$ cat src/rtl/data_receiver_if.sv
// Link-side bundle for data_receiver: the three serial link wires from the
// sender plus the recovered word and its status strobes.
//
// Handshake: valid is a one-cycle strobe with no ready. out_data is stable
// from the cycle valid is high until the next valid, and the consumer must
// capture it before then. frame_error is a one-cycle strobe that never
// coincides with valid. busy is a level, high while a frame is in progress.
interface data_receiver_if #(
  parameter int WIDTH = 64
);
  logic             transmission;
  logic             clock;
  logic             data;
  logic [WIDTH-1:0] out_data;
  logic             valid;
  logic             frame_error;
  logic             busy;

  // Sender / testbench side: drives the link and observes the results.
  modport master (
    output transmission, clock, data,
    input  out_data, valid, frame_error, busy
  );

  // Receiver side.
  modport slave (
    input  transmission, clock, data,
    output out_data, valid, frame_error, busy
  );
endinterface

$ cat src/rtl/data_receiver.sv
// Serial frame receiver. It oversamples the three-wire link (frame line,
// serial clock, data) in the clk domain, shifts in one bit per serial-clock
// rise while the frame is open, and checks the bit count when the frame
// closes. A complete word is published on out_data with a valid strobe, and a
// wrong-length frame gives a frame_error strobe.
module data_receiver #(
  parameter int WIDTH       = 64,
  parameter int SYNC_STAGES = 2
) (
  input  logic           clk,
  input  logic           rst,
  data_receiver_if.slave link,
  output logic [1:0]     dbg_state
);

  localparam int            CW   = $clog2(WIDTH + 1);
  localparam logic [CW-1:0] FULL = CW'(WIDTH);

  typedef enum logic [1:0] {
    IDLE    = 2'd0,
    SHIFT   = 2'd1,
    DISCARD = 2'd2
  } state_t;

  state_t state;

  // Synchronizer chains. All three are the same length so the link lines
  // stay mutually aligned after crossing into the clk domain.
  logic [SYNC_STAGES-1:0] tx_sync;
  logic [SYNC_STAGES-1:0] ck_sync;
  logic [SYNC_STAGES-1:0] dt_sync;
  logic [SYNC_STAGES-1:0] fill;

  logic tx_s;
  logic ck_s;
  logic dt_s;
  logic filled;

  // Previous synchronized values and registered edge strobes.
  logic tx_prev;
  logic ck_prev;
  logic armed;
  logic rise_q;
  logic fall_q;
  logic bit_q;
  logic data_q;

  logic [WIDTH-1:0] shreg;
  logic [CW-1:0]    cnt;

  assign tx_s   = tx_sync[SYNC_STAGES-1];
  assign ck_s   = ck_sync[SYNC_STAGES-1];
  assign dt_s   = dt_sync[SYNC_STAGES-1];
  assign filled = fill[SYNC_STAGES-1];

  // Move the link lines into the clk domain. fill marks when the chains hold
  // real line samples rather than their reset zeros.
  always_ff @(posedge clk or posedge rst) begin
    if (rst) begin
      tx_sync <= '0;
      ck_sync <= '0;
      dt_sync <= '0;
      fill    <= '0;
    end else begin
      tx_sync <= {tx_sync[SYNC_STAGES-2:0], link.transmission};
      ck_sync <= {ck_sync[SYNC_STAGES-2:0], link.clock};
      dt_sync <= {dt_sync[SYNC_STAGES-2:0], link.data};
      fill    <= {fill[SYNC_STAGES-2:0], 1'b1};
    end
  end

  // Edge detection, registered so the FSM sees clean one-cycle strobes. The
  // data bit gets a matching delay so it lines up with the bit strobe. A
  // frame rise is only honoured after the real frame line has been seen low,
  // so a line already high when reset releases does not open a frame.
  always_ff @(posedge clk or posedge rst) begin
    if (rst) begin
      tx_prev <= 1'b0;
      ck_prev <= 1'b0;
      armed   <= 1'b0;
      rise_q  <= 1'b0;
      fall_q  <= 1'b0;
      bit_q   <= 1'b0;
      data_q  <= 1'b0;
    end else begin
      tx_prev <= tx_s;
      ck_prev <= ck_s;
      armed   <= armed | (filled & ~tx_s);
      rise_q  <= tx_s & ~tx_prev & armed;
      fall_q  <= ~tx_s & tx_prev;
      bit_q   <= ck_s & ~ck_prev;
      data_q  <= dt_s;
    end
  end

  // Frame FSM with shift register, bit counter and registered result strobes.
  // Every frame fall returns to IDLE, so a misbehaving link cannot wedge it.
  always_ff @(posedge clk or posedge rst) begin
    if (rst) begin
      state            <= IDLE;
      shreg            <= '0;
      cnt              <= '0;
      link.out_data    <= '0;
      link.valid       <= 1'b0;
      link.frame_error <= 1'b0;
    end else begin
      link.valid       <= 1'b0;
      link.frame_error <= 1'b0;
      case (state)
        IDLE: begin
          if (rise_q) begin
            state <= SHIFT;
            if (bit_q) begin
              shreg <= {{(WIDTH-1){1'b0}}, data_q};
              cnt   <= CW'(1);
            end else begin
              shreg <= '0;
              cnt   <= '0;
            end
          end
        end
        SHIFT: begin
          if (fall_q) begin
            state <= IDLE;
            if (cnt == FULL) begin
              link.out_data <= shreg;
              link.valid    <= 1'b1;
            end else begin
              link.frame_error <= 1'b1;
            end
          end else if (bit_q) begin
            if (cnt == FULL) begin
              state <= DISCARD;
            end else begin
              shreg <= {shreg[WIDTH-2:0], data_q};
              cnt   <= cnt + CW'(1);
            end
          end
        end
        DISCARD: begin
          if (fall_q) begin
            state            <= IDLE;
            link.frame_error <= 1'b1;
          end
        end
        default: state <= IDLE;
      endcase
    end
  end

  assign link.busy = (state != IDLE);
  assign dbg_state = state;

endmodule

$ cat src/flat_wrapper.sv
// flat-port wrapper written by rule: the top's interface ports become plain ports
module data_receiver_flat 
#(
  parameter int WIDTH       = 64,
  parameter int SYNC_STAGES = 2
)
  (clk, rst, dbg_state, link_transmission, link_clock, link_data, link_out_data, link_valid, link_frame_error, link_busy);
  data_receiver_if #(.WIDTH(WIDTH)) link_i ();
  input  logic clk;
  input  logic rst;
  output logic [1:0] dbg_state;
  input wire logic [$bits(link_i.transmission)-1:0] link_transmission;
  input wire logic [$bits(link_i.clock)-1:0] link_clock;
  input wire logic [$bits(link_i.data)-1:0] link_data;
  output wire logic [$bits(link_i.out_data)-1:0] link_out_data;
  output wire logic [$bits(link_i.valid)-1:0] link_valid;
  output wire logic [$bits(link_i.frame_error)-1:0] link_frame_error;
  output wire logic [$bits(link_i.busy)-1:0] link_busy;
  assign link_i.transmission = link_transmission;
  assign link_i.clock = link_clock;
  assign link_i.data = link_data;
  assign link_out_data = link_i.out_data;
  assign link_valid = link_i.valid;
  assign link_frame_error = link_i.frame_error;
  assign link_busy = link_i.busy;
  data_receiver #(.WIDTH(WIDTH), .SYNC_STAGES(SYNC_STAGES)) u_core (.clk(clk), .rst(rst), .link(link_i), .dbg_state(dbg_state));
endmodule
$ cat config.mk
export PLATFORM = sky130hd
export DESIGN_NAME = data_receiver_flat
export DESIGN_NICKNAME = d
export VERILOG_FILES = /design/src/rtl/data_receiver_if.sv /design/src/rtl/data_receiver.sv /design/src/flat_wrapper.sv
export SDC_FILE = /design/constraint.sdc
export NUM_CORES = 1
export LEC_CHECK = 0
export CORE_MARGIN = 8
export CORE_UTILIZATION = 62
export DETAILED_ROUTE_END_ITERATION = 12
export DONT_BUFFER_PORTS = 1
export PLACE_DENSITY = 0.88
export SYNTH_ARGS = -nofsm -noshare
export SYNTH_HDL_FRONTEND = slang
export SYNTH_SLANG_ARGS = --single-unit
$ cat constraint.sdc
create_clock -name clk -period 5.86 [get_ports clk]
set_input_delay 1.172 -clock clk [delete_from_list [all_inputs] [get_ports clk]]
set_output_delay 1.172 -clock clk [all_outputs]
set_load 0.01 [all_outputs]
==> flow_summary.json <==
{
  "routed_via_density": 5.91,
  "die_area_um2": 13100,
  "cts-htree-levels": 4,
  "nets": 427,
  "cts_resized": 0,
  "wl_per_cell_um": 19.5,
  "clkLatencyLatePin_ns": 0.52,
  "synthToLayoutAreaGrowth_pct": 11.0,
  "cts_root_buffer": "clkbuf_8",
  "final_area_um2": 6680,
  "layout-drive-gt1-share_pct": 21.2,
  "port_buffers": 0,
  "ff2ff_path_depth": 6,
  "drv_slew": 0,
  "cts_buffers": 17,
  "via_count": 3326,
  "worst_setup_path_end_kind": "flop",
  "grt_max_degree": 103,
  "clock-sinks": 154,
  "start_util_pct": 62.7,
  "timing.rr.start": "u_core.cnt[0]",
  "wirelength_um": 11000,
  "reg2reg_setup_slack_ns": 2.76,
  "period_share_pct": 52.9,
  "clk_path_buf_depth": 2,
  "hpwl_um": 6560,
  "slew_headroom_pct": 23.2,
  "rows": 36,
  "reg2reg_to": "u_core.link.out_data[43]",
  "peakVddDrop_v": 0.000205,
  "drc": 0,
  "path_max_fanout": 65,
  "hold_class": "reg -> reg",
  "finalSetupTns_ns": 0,
  "postSynthCellCount": 422,
  "worst_slew_pin_slew_ns": 1.15,
  "cp.required_ns": 6.26,
  "die_h_um": 115,
  "finalClockSkew_ns": 0.0115,
  "dr.pass1.iters": 4,
  "post-route-util_pct": 69.6,
  "cts_tree": "done",
  "antenna_found_initial": 0,
  "fmax_mhz": 323,
  "maxCapViolCount": 0,
  "grt_pass1_wl_um": 18500,
  "start_kind": "flop",
  "rsz0062_at_grt": "false",
  "grt-ovfl-total": 0,
  "hp-start": "u_core.ck_sync[0]",
  "grt_pass1_vias": 3489,
  "synth_edf_count": 0,
  "io_pins": 74,
  "min_path_cells": 0,
  "ys_warn_count": 0,
  "clkTransAtPathRegs_ns": 0.06,
  "gp_congestion": 0.785,
  "ys.flop_type": "dfrtp_1",
  "cts_setup_buffers": 0,
  "p_per_area_nw_per_um2": 386,
  "ys_types": 39,
  "synth-async-reset-ratio_pct": 100,
  "hold_end": "u_core.ck_sync[1]",
  "total_power_uw": 2580,
  "arrival_ns": 3.50,
  "netlist_area_um2": 6020,
  "nFillCells": 621,
  "setup_viol": 0,
  "syn_nets": 432,
  "place_area_um2": 6080,
  "criticalPathCategory": "reg -> reg",
  "leakage_uw": 0.00334,
  "core_um2": 9590,
  "n_antenna_cell": 0,
  "ant_nets": 0,
  "finalHoldViolations": 0,
  "synth_seq_cells": 154,
  "die_x_um": 115,
  "holdBufCountCts": 0,
  "ys_seq_area_share_pct": 64.0,
  "drt_iter0_drc": 263,
  "holdWs_ns": 0.348,
  "status": "finished, final reports clean",
  "period_needed_ns": 3.10,
  "post_synth.cell_area_avg_um2": 14.3,
  "grt_usage_pct": 18.3
}
registers in the layout, indices dropped and copies added, names as in the netlist:
signal,cells
u_core.ck_prev,1
u_core.cnt,7
u_core.fall_q,1
u_core.shreg,64
u_core.rise_q,1
u_core.link.frame_error,1
u_core.dt_sync,2
u_core.link.out_data,64
u_core.bit_q,1
u_core.ck_sync,2
u_core.armed,1
u_core.link.valid,1
u_core.data_q,1
u_core.tx_prev,1
u_core.fill,2
u_core.tx_sync,2
u_core.dbg_state,2
worst max-delay path by stage:
stage                                           to     startpoint  slack [ns]
after floorplan                       u_core.armed            rst        0.54
after global placement    u_core.link.out_data[38]  u_core.cnt[0]        2.86
after detailed placement  u_core.link.out_data[20]  u_core.cnt[0]        2.74
after CTS                 u_core.link.out_data[22]  u_core.cnt[0]        2.73
after global routing      u_core.link.out_data[23]  u_core.cnt[0]        2.56
final                     u_core.link.out_data[43]  u_core.cnt[0]        2.76
power breakdown:
part           leakage [uW]  internal [uW]  switching [uW]  total (uW)
sequential          0.00211           1090            34.5        1130
clock              0.000278            665             429        1090
combinational      0.000951           78.3             278         356
total               0.00334           1840             741        2580
per-stage QoR:
stage               std cells  setup slack (ns)
floorplan                 422             0.538
global placement          531              2.86
detailed placement        531              2.74
CTS                       563              2.73
global route              563              2.56
finish                    563              2.76
cell type report:
class | count | area (um^2) | share of cell area, %
inverters | 10 | 42.5 | 0.637
clock inverters | 12 | 164 | 2.45
well taps | 133 | 166 | 2.49
repair buffers | 4 | 30.0 | 0.450
flip-flops and latches | 154 | 3850 | 57.7
multi-input cells | 230 | 1990 | 29.8
clock buffers | 20 | 435 | 6.52
logic make-up (layout without fill, tap and decap cells):
logic type | after synthesis | after routing | synth area share, %
AOI/OAI and AO/OA | 84 | 84 | 11.2
other | 1 | 1 | 0.0623
buffers and inverters | 38 | 46 | 3.22
and+or+nand+nor | 75 | 75 | 5.99
DFF | 154 | 154 | 64.0
adders and majority gates | 5 | 5 | 1.04
muxes | 65 | 65 | 14.4
metal layers:
layer | global-route usage [%] | vias up | share of wire [%]
li1 | - | 1501 | -
met1 | 23.3 | 1717 | 44
met2 | 27.5 | 88 | 48
met3 | 5.49 | 20 | 6.2
met4 | 9.76 | 0 | 2.3
met5 | 0 | - | 0
cell usage after synthesis, drive strengths merged (2+ instances only):
| cell | n | area (um^2) |
|---|---|---|
| a21o | 2 | 15.0 |
| a21oi | 3 | 15.0 |
| a22o | 50 | 438 |
| and2 | 2 | 12.5 |
| buf | 15 | 108 |
| clkbuf | 13 | 48.8 |
| dfrtp | 154 | 3850 |
| ha | 5 | 62.6 |
| inv | 10 | 37.5 |
| mux2 | 64 | 856 |
| nand2 | 32 | 120 |
| nand2b | 2 | 12.5 |
| nand3 | 21 | 105 |
| nor2 | 5 | 18.8 |
| nor2b | 4 | 25.0 |
| nor3 | 2 | 10.0 |
| nor3b | 2 | 20.0 |
| o211ai | 14 | 105 |
| o21ai | 5 | 25.0 |
| o31ai | 4 | 30.0 |
worst max-delay path: stages, from the launching register on:
cell     delay, ns
dfrtp_1       0.43
inv_1         0.10
ha_1          0.14
or4b_1        0.44
nor3b_2       0.30
nand3_4       0.84
mux2_1        0.66
placed cells by master, fill, tap and decap left out, drive strengths merged, types with 2 or more instances in the layout:
master / n
o21ai: 5
clkbuf: 20
and2: 2
a21oi: 3
o211ai: 14
dfrtp: 154
buf: 4
a22o: 50
nor3: 2
ha: 5
a21o: 2
nand3: 21
nor2b: 4
nand2: 32
clkinvlp: 4
inv: 12
nand2b: 2
nor3b: 2
o31ai: 4
mux2: 64
bufinv: 3
clkinv: 3
nor2: 5
Note: power is estimated with default switching activity, not from simulation.
